==> src/rtl/fifo_pkg.sv <==
// fifo_pkg: shared gray-code helpers and sizing constants for the async FIFO controllers.
// Revision: 1.0
`default_nettype none

package fifo_pkg;

  // Helpers work on a fixed container width; narrower pointers are zero-extended on entry.
  localparam int GRAY_MAX_W = 13;
  localparam int ASIZE_DEF  = 4;
  localparam int DEPTH      = 2 ** ASIZE_DEF;

  function automatic logic [GRAY_MAX_W-1:0] bin2gray(input logic [GRAY_MAX_W-1:0] bin);
    return bin ^ (bin >> 1);
  endfunction

  function automatic logic [GRAY_MAX_W-1:0] gray2bin(input logic [GRAY_MAX_W-1:0] gray);
    logic [GRAY_MAX_W-1:0] bin;
    bin = '0;
    bin[GRAY_MAX_W-1] = gray[GRAY_MAX_W-1];
    for (int i = GRAY_MAX_W - 2; i >= 0; i--) begin
      bin[i] = bin[i+1] ^ gray[i];
    end
    return bin;
  endfunction

endpackage

`default_nettype wire

==> src/rtl/gray2bin_conv.sv <==
// gray2bin_conv: combinational gray-to-binary converter (XOR prefix from the MSB down).
// Revision: 1.0
`default_nettype none

module gray2bin_conv #(
  parameter int W = 5
) (
  input  logic [W-1:0] gray,
  output logic [W-1:0] bin
);

  for (genvar i = 0; i < W; i++) begin : g_bit
    assign bin[i] = ^gray[W-1:i];
  end

endmodule

`default_nettype wire

==> src/rtl/fifo_wptr_full_ctrl.sv <==
// fifo_wptr_full_ctrl: write-domain pointer, full/almost-full, level and sticky overflow for the async gray FIFO.
// Revision: 1.0
`default_nettype none

module fifo_wptr_full_ctrl
  import fifo_pkg::*;
#(
  parameter int ASIZE    = ASIZE_DEF,
  parameter int AF_LEVEL = 12
) (
  input  logic             wclk,
  input  logic             wrst,
  input  logic             winc,
  input  logic [ASIZE:0]   wq2_rptr,
  input  logic             wovf_clr,
  output logic [ASIZE-1:0] waddr,
  output logic [ASIZE:0]   wptr,
  output logic             wfull,
  output logic             walmost_full,
  output logic [ASIZE:0]   wlevel,
  output logic             woverflow
);

  localparam int GW = ASIZE + 1;

  logic [ASIZE:0] wbin;
  logic [ASIZE:0] wbin_next;
  logic [ASIZE:0] wgray_next;
  logic [ASIZE:0] rbin;
  logic [ASIZE:0] level_next;
  logic [ASIZE:0] full_pattern;
  logic           write_ok;
  logic           full_val;
  logic           afull_val;

  gray2bin_conv #(
    .W (GW)
  ) u_rptr_conv (
    .gray (wq2_rptr),
    .bin  (rbin)
  );

  assign write_ok   = winc & ~wfull;
  assign wbin_next  = wbin + {{ASIZE{1'b0}}, write_ok};
  assign wgray_next = GW'(bin2gray(GRAY_MAX_W'(wbin_next)));

  // Full when the write pointer is one lap ahead: top two gray bits inverted, rest equal.
  assign full_pattern = {~wq2_rptr[ASIZE:ASIZE-1], wq2_rptr[ASIZE-2:0]};
  assign full_val     = (wgray_next == full_pattern);

  assign level_next = wbin_next - rbin;
  assign afull_val  = (level_next >= GW'(AF_LEVEL));

  always_ff @(posedge wclk) begin
    if (wrst) begin
      wbin         <= '0;
      wptr         <= '0;
      wfull        <= 1'b0;
      walmost_full <= 1'b0;
      wlevel       <= '0;
      woverflow    <= 1'b0;
    end else begin
      wbin         <= wbin_next;
      wptr         <= wgray_next;
      wfull        <= full_val;
      walmost_full <= afull_val;
      wlevel       <= level_next;
      if (winc && wfull) begin
        woverflow <= 1'b1;
      end else if (wovf_clr) begin
        woverflow <= 1'b0;
      end
    end
  end

  assign waddr = wbin[ASIZE-1:0];

endmodule

`default_nettype wire
==> config.mk <==
export PLATFORM = sky130hd
export DESIGN_NAME = fifo_wptr_full_ctrl
export DESIGN_NICKNAME = d
export VERILOG_FILES = /design/src/rtl/fifo_pkg.sv /design/src/rtl/gray2bin_conv.sv /design/src/rtl/fifo_wptr_full_ctrl.sv
export SDC_FILE = /design/constraint.sdc
export NUM_CORES = 1
export LEC_CHECK = 0
export BUFFER_PORTS_ARGS = -buffer_cell sky130_fd_sc_hd__buf_2
export CAP_MARGIN = 40
export CORE_MARGIN = 2
export CORE_UTILIZATION = 45
export CTS_CLUSTER_SIZE = 28
export DETAILED_ROUTE_END_ITERATION = 8
export PLACE_DENSITY = 0.77
export SYNTH_ARGS = -nofsm -noshare
export SYNTH_HDL_FRONTEND = slang
export SYNTH_SLANG_ARGS = --single-unit
==> constraint.sdc <==
create_clock -name wclk -period 6.3 [get_ports wclk]
set_input_delay 0.63 -clock wclk [delete_from_list [all_inputs] [get_ports wclk]]
set_output_delay 0.63 -clock wclk [all_outputs]
set_load 0.02 [all_outputs]
[Word level (Yosys, flattened, before mapping)]
Cells that the tools add are included.
Cells by class
  add/sub/neg operators: 2
  order comparisons: 1
  equality and inequality tests: 1
  muxes and demuxes: 2
  bitwise logic cells: 4
  reduce and logical (&&, ||, !) cells: 6
Operators by type and width (number)
  5-bit by 1-bit adder with 5-bit output: 1
  5-bit equality test: 1
  5-bit by 4-bit greater-or-equal comparator with 1-bit output (second input constant): 1
  5-bit XOR reduction: 1
  5-bit subtractor: 1
  5-bit by 4-bit bitwise XOR with 5-bit output: 1
  4-bit XOR reduction: 1
  3-bit XOR reduction: 1
  1-bit two-way mux: 2
  2-bit NOT: 1
  2-bit nonzero test: 1
  2-bit XOR reduction: 1
  1-bit bitwise AND: 1
  1-bit logical AND: 1
  1-bit NOT: 1
Word-level totals
  bits in registers: 18
  bits of input ports: 9
  output and inout bits: 17
  word-level logic and storage cells: 22

[Logic depth before layout (Yosys ltp)]
  word-level depth: 5
  depth in mapped cells: 10
  gate-level depth less buffers: 10

[Modules after synthesis]
Synthesis repeated with hierarchy kept, for this count alone.
Unflattened totals
  cell total of the unflattened synthesis: 84
  area, all modules: 852.1 um2
Modules (own cells, without submodules)
  fifo_wptr_full_ctrl: instances 1, cells each 78, area each 779.5 um2, seq. area each 340.3 um2
  gray2bin_conv: instances 1, cells each 6, area each 72.6 um2, seq. area each 0.0 um2

[Worst setup path before layout]
No wires, ideal clock.
  path kind: input to register
  from: input wq2_rptr[2]
  to: register walmost_full
  setup time: 127 ps
  arrival: 2833 ps
  data required time: 6173 ps
  slack: 3340 ps
  stages: 10
  buffers on the path: 0
  cells stage by stage: xnor3_2 > xor2_1 > xnor2_1 > ha_1 > inv_1 > fa_1 > maj3_2 > a21oi_2 > xor2_1 > o22ai_1
Between the ends
  longest elaborated chain between the ends: 3
  elaborated cells between the ends (all ways): 5
  classes of those cells: add/sub: 1; order compare: 1; reduce/logical: 3
RTL lines
  start: declaration: RTL line fifo_wptr_full_ctrl.sv:14  | input logic [ASIZE:0] wq2_rptr,
  5-bit XOR reduction, or another cell as far along: RTL line gray2bin_conv.sv:13  | assign bin[i] = ^gray[W-1:i];
  5-bit subtractor *: RTL line fifo_wptr_full_ctrl.sv:51  | assign level_next = wbin_next - rbin;
  5-bit by 4-bit greater-or-equal comparator with 1-bit output *: RTL line fifo_wptr_full_ctrl.sv:52  | assign afull_val = (level_next >= GW'(AF_LEVEL));
  end signal: assignment: RTL line fifo_wptr_full_ctrl.sv:66  | walmost_full <= afull_val;
  end: declaration: RTL line fifo_wptr_full_ctrl.sv:19  | output logic walmost_full,
Every way passes the cells marked *; elsewhere a longest branch is shown, timed or not.
A chain may end at the register's enable or synchronous reset.

[Worst setup path after layout]
Same ends and word-level chain as after synthesis.

==> flow_summary.yaml <==
detailed_routing:
  num_vias: 602
  totalWireLength_mm: 1.392
  avgRoutedWirePerCell_um: 10.47
  drcViolationCount: 0
  antenna_left: 0
  drt-pass1-iter-count: 4
  avgViaCountPerCell: 4.526
  first_iter_violations: 7
placement:
  gp_congestion: 0.7563
  dp.cells: 129
  hpwlAfterDp_mm: 1.135
  io_buffer_count: 25
setup_path:
  cp.arrival_ns: 3.15
  required_ns: 6.47
  path_class: "in -> reg"
  crit_path_max_fanout: 3
  critPathLaunchType: "input pin"
  worst_setup_path_end_kind: "flip-flop"
global_route:
  grt_pass1_vias: 483
  met3_usage: 0.01154
  grt_first_pass_wirelength_mm: 2.028
  use_met2: 0.2164
  top_usage_layer: "met2"
  met1_usage: 0.1640
  grt_usage: 0.1362
  grt_start_max_net_pins: 19
  antenna_found_initial: 0
  grt.overflow.total: 0
synthesis:
  synth_nets: 95
  synth-simple-area-share: 0.1416
  async_reset_ff_frac: 0
  synth_top_cell_area_share: 0.4054
  yosys.area.top_type: "dfxtp_1"
  netlist_instances: 81
  syn_area_um2: 839.6
  synth_xor_area_frac: 0.2563
  synth_top_family_by_area: "XOR/XNOR gates"
  yosys_register_bits: 17
  synth_top_flop_cell: "dfxtp_1"
  synth.area.top_cells: "dfxtp_1, xnor2_1, xor2_1, ha_1, nor2_1"
  synthMuxAreaShare: 0.01192
  synth_cell_types: 26
  synth-compound-area-share: 0.04471
  seq_area_frac_synth: 0.4054
  synthesis.area_per_instance_um2: 10.36
  yosys_warnings: 0
  synth_fa_ha_area_frac: 0.1088
  synth-edff-count: 0
clock_tree:
  post_cts_buffers: 0
  clkSinkCount: 17
  clockBufferDepth: 2
  cts_tree: "built"
  clkTransAtPathRegs_ns: 0.09
  cts_resized: 0
  cts_root_buf: "clkbuf_4"
  clk_latency_ns: 0.28
  cts-hold-fix-buffers: 0
  cts_buffers: 3
  h-tree-depth: 1
sta:
  setup_tns_ns: 0
  period_needed_ns: 2.978
  finalSetupViolCount: 0
  rsz0062_at_grt: "no"
  max_freq_mhz: 335.8
  slew_violations: 0
  period_share: 0.4727
  worst_pin_slew_ns: 0.4724
  relSlewSlack: 0.6828
  hold_viol_final: 0
  fin_skew_ns: 0.006023
power:
  peakVddDrop_v: 0.0001339
  leakagePower_nw: 0.4870
  p_per_area_nw_per_um2: 272.3
floorplanning:
  start_util: 0.4810
  die_x_um: 47.20
  core_area_um2: 1745
  ios: 26
  die_h_um: 47.20
  row_count: 15
  die_area_um2: 2227
status:
  status: "completed"
layout:
  layout.cells.most_common: "buf_2"
  num_antenna_cells: 0
  final_cell_mix: "buf_2, dfxtp_1, xnor2_1"
  drive_above_1_share: 0.3056
  nFillCells: 167
  area_delta_synth_final_pct: 19.97
  layout.nets: 123
  final_cells: 133
job:
  max_cap_viol_count: 0
worst_hold_path:
  min_path_type: "reg -> reg"
[cells in the mapped netlist, drive strengths merged, types with 2 or more instances]
cell / n
ha: 4
inv: 3
dfxtp: 17
xor2: 6
or3: 2
a21oi: 3
xnor2: 15
nor2b: 3
nor2: 12
maj3: 2
nand3: 2
[sequential cells by signal, indices dropped and copies added (netlist names)]
signal / flops
wfull: 1
wptr: 5
wbin: 4
woverflow: 1
walmost_full: 1
wlevel: 5
[path summary, 6_finish.rpt]
check / start / end / slack (ns) / cells after the start
min: woverflow / woverflow / 0.47 / 2
min reg2reg: woverflow / woverflow / 0.47 / 2
max: wq2_rptr[2] / walmost_full / 3.32 / 11
max reg2reg: wfull / walmost_full / 3.93 / 9
[cells by family (layout without fill, tap and decap cells)]
family          count (synthesis)  count (layout)
mux                             1               1
compound gates                  5               5
fa+ha+maj                       7               7
buf+inv                         5              32
simple gates                   24              24
flops                          17              17
xor+xnor                       22              22
[report_power, final]
| group | switching [mW] | total, mW | leakage (nW) | internal [mW] |
|---|---|---|---|---|
| registers | 0.00331 | 0.124 | 0.140 | 0.121 |
| logic | 0.0540 | 0.0952 | 0.332 | 0.0412 |
| clock network | 0.0307 | 0.0552 | 0.0150 | 0.0246 |
| total | 0.0880 | 0.274 | 0.487 | 0.186 |
[critical path, stage by stage]
cell	delay, ns
buf_2	0.11
xnor3_2	0.45
xor2_1	0.32
xnor2_1	0.17
ha_1	0.16
inv_1	0.07
fa_1	0.43
maj3_2	0.34
a21oi_2	0.15
xor2_1	0.21
o22ai_1	0.10
[area by class of cell]
class	instances	area, um^2	share of cell area
Clock buffer	4	26.28	0.02609
Inverter	3	11.26	0.01118
Sequential cell	17	340.3	0.3379
Multi-Input combinational cell	59	473.0	0.4696
Tap cell	25	31.28	0.03106
Timing Repair Buffer	25	125.1	0.1242
[metal layers]
| layer | vias up | share of wire |
|---|---|---|
| met5 | - | 0 |
| met1 | 267 | 0.47 |
| met4 | 0 | 0.026 |
| met3 | 4 | 0.026 |
| met2 | 15 | 0.47 |
| li1 | 316 | - |
[metrics by stage]
stage	util	instance area, um^2	hold WS [ns]	total power [mW]	setup slack (ns)
floorplan	-	839.6	0.5391	0.1981	3.340
global placement	0.5620	980.9	0.4547	0.2200	3.105
detailed placement	0.5620	980.9	0.4657	0.2236	2.991
CTS	0.5771	1007	0.4785	0.2793	3.311
global route	0.5771	1007	0.5063	0.2927	3.188
finish	0.5771	1007	0.4673	0.2743	3.322
(Power assumes the default switching activity.)
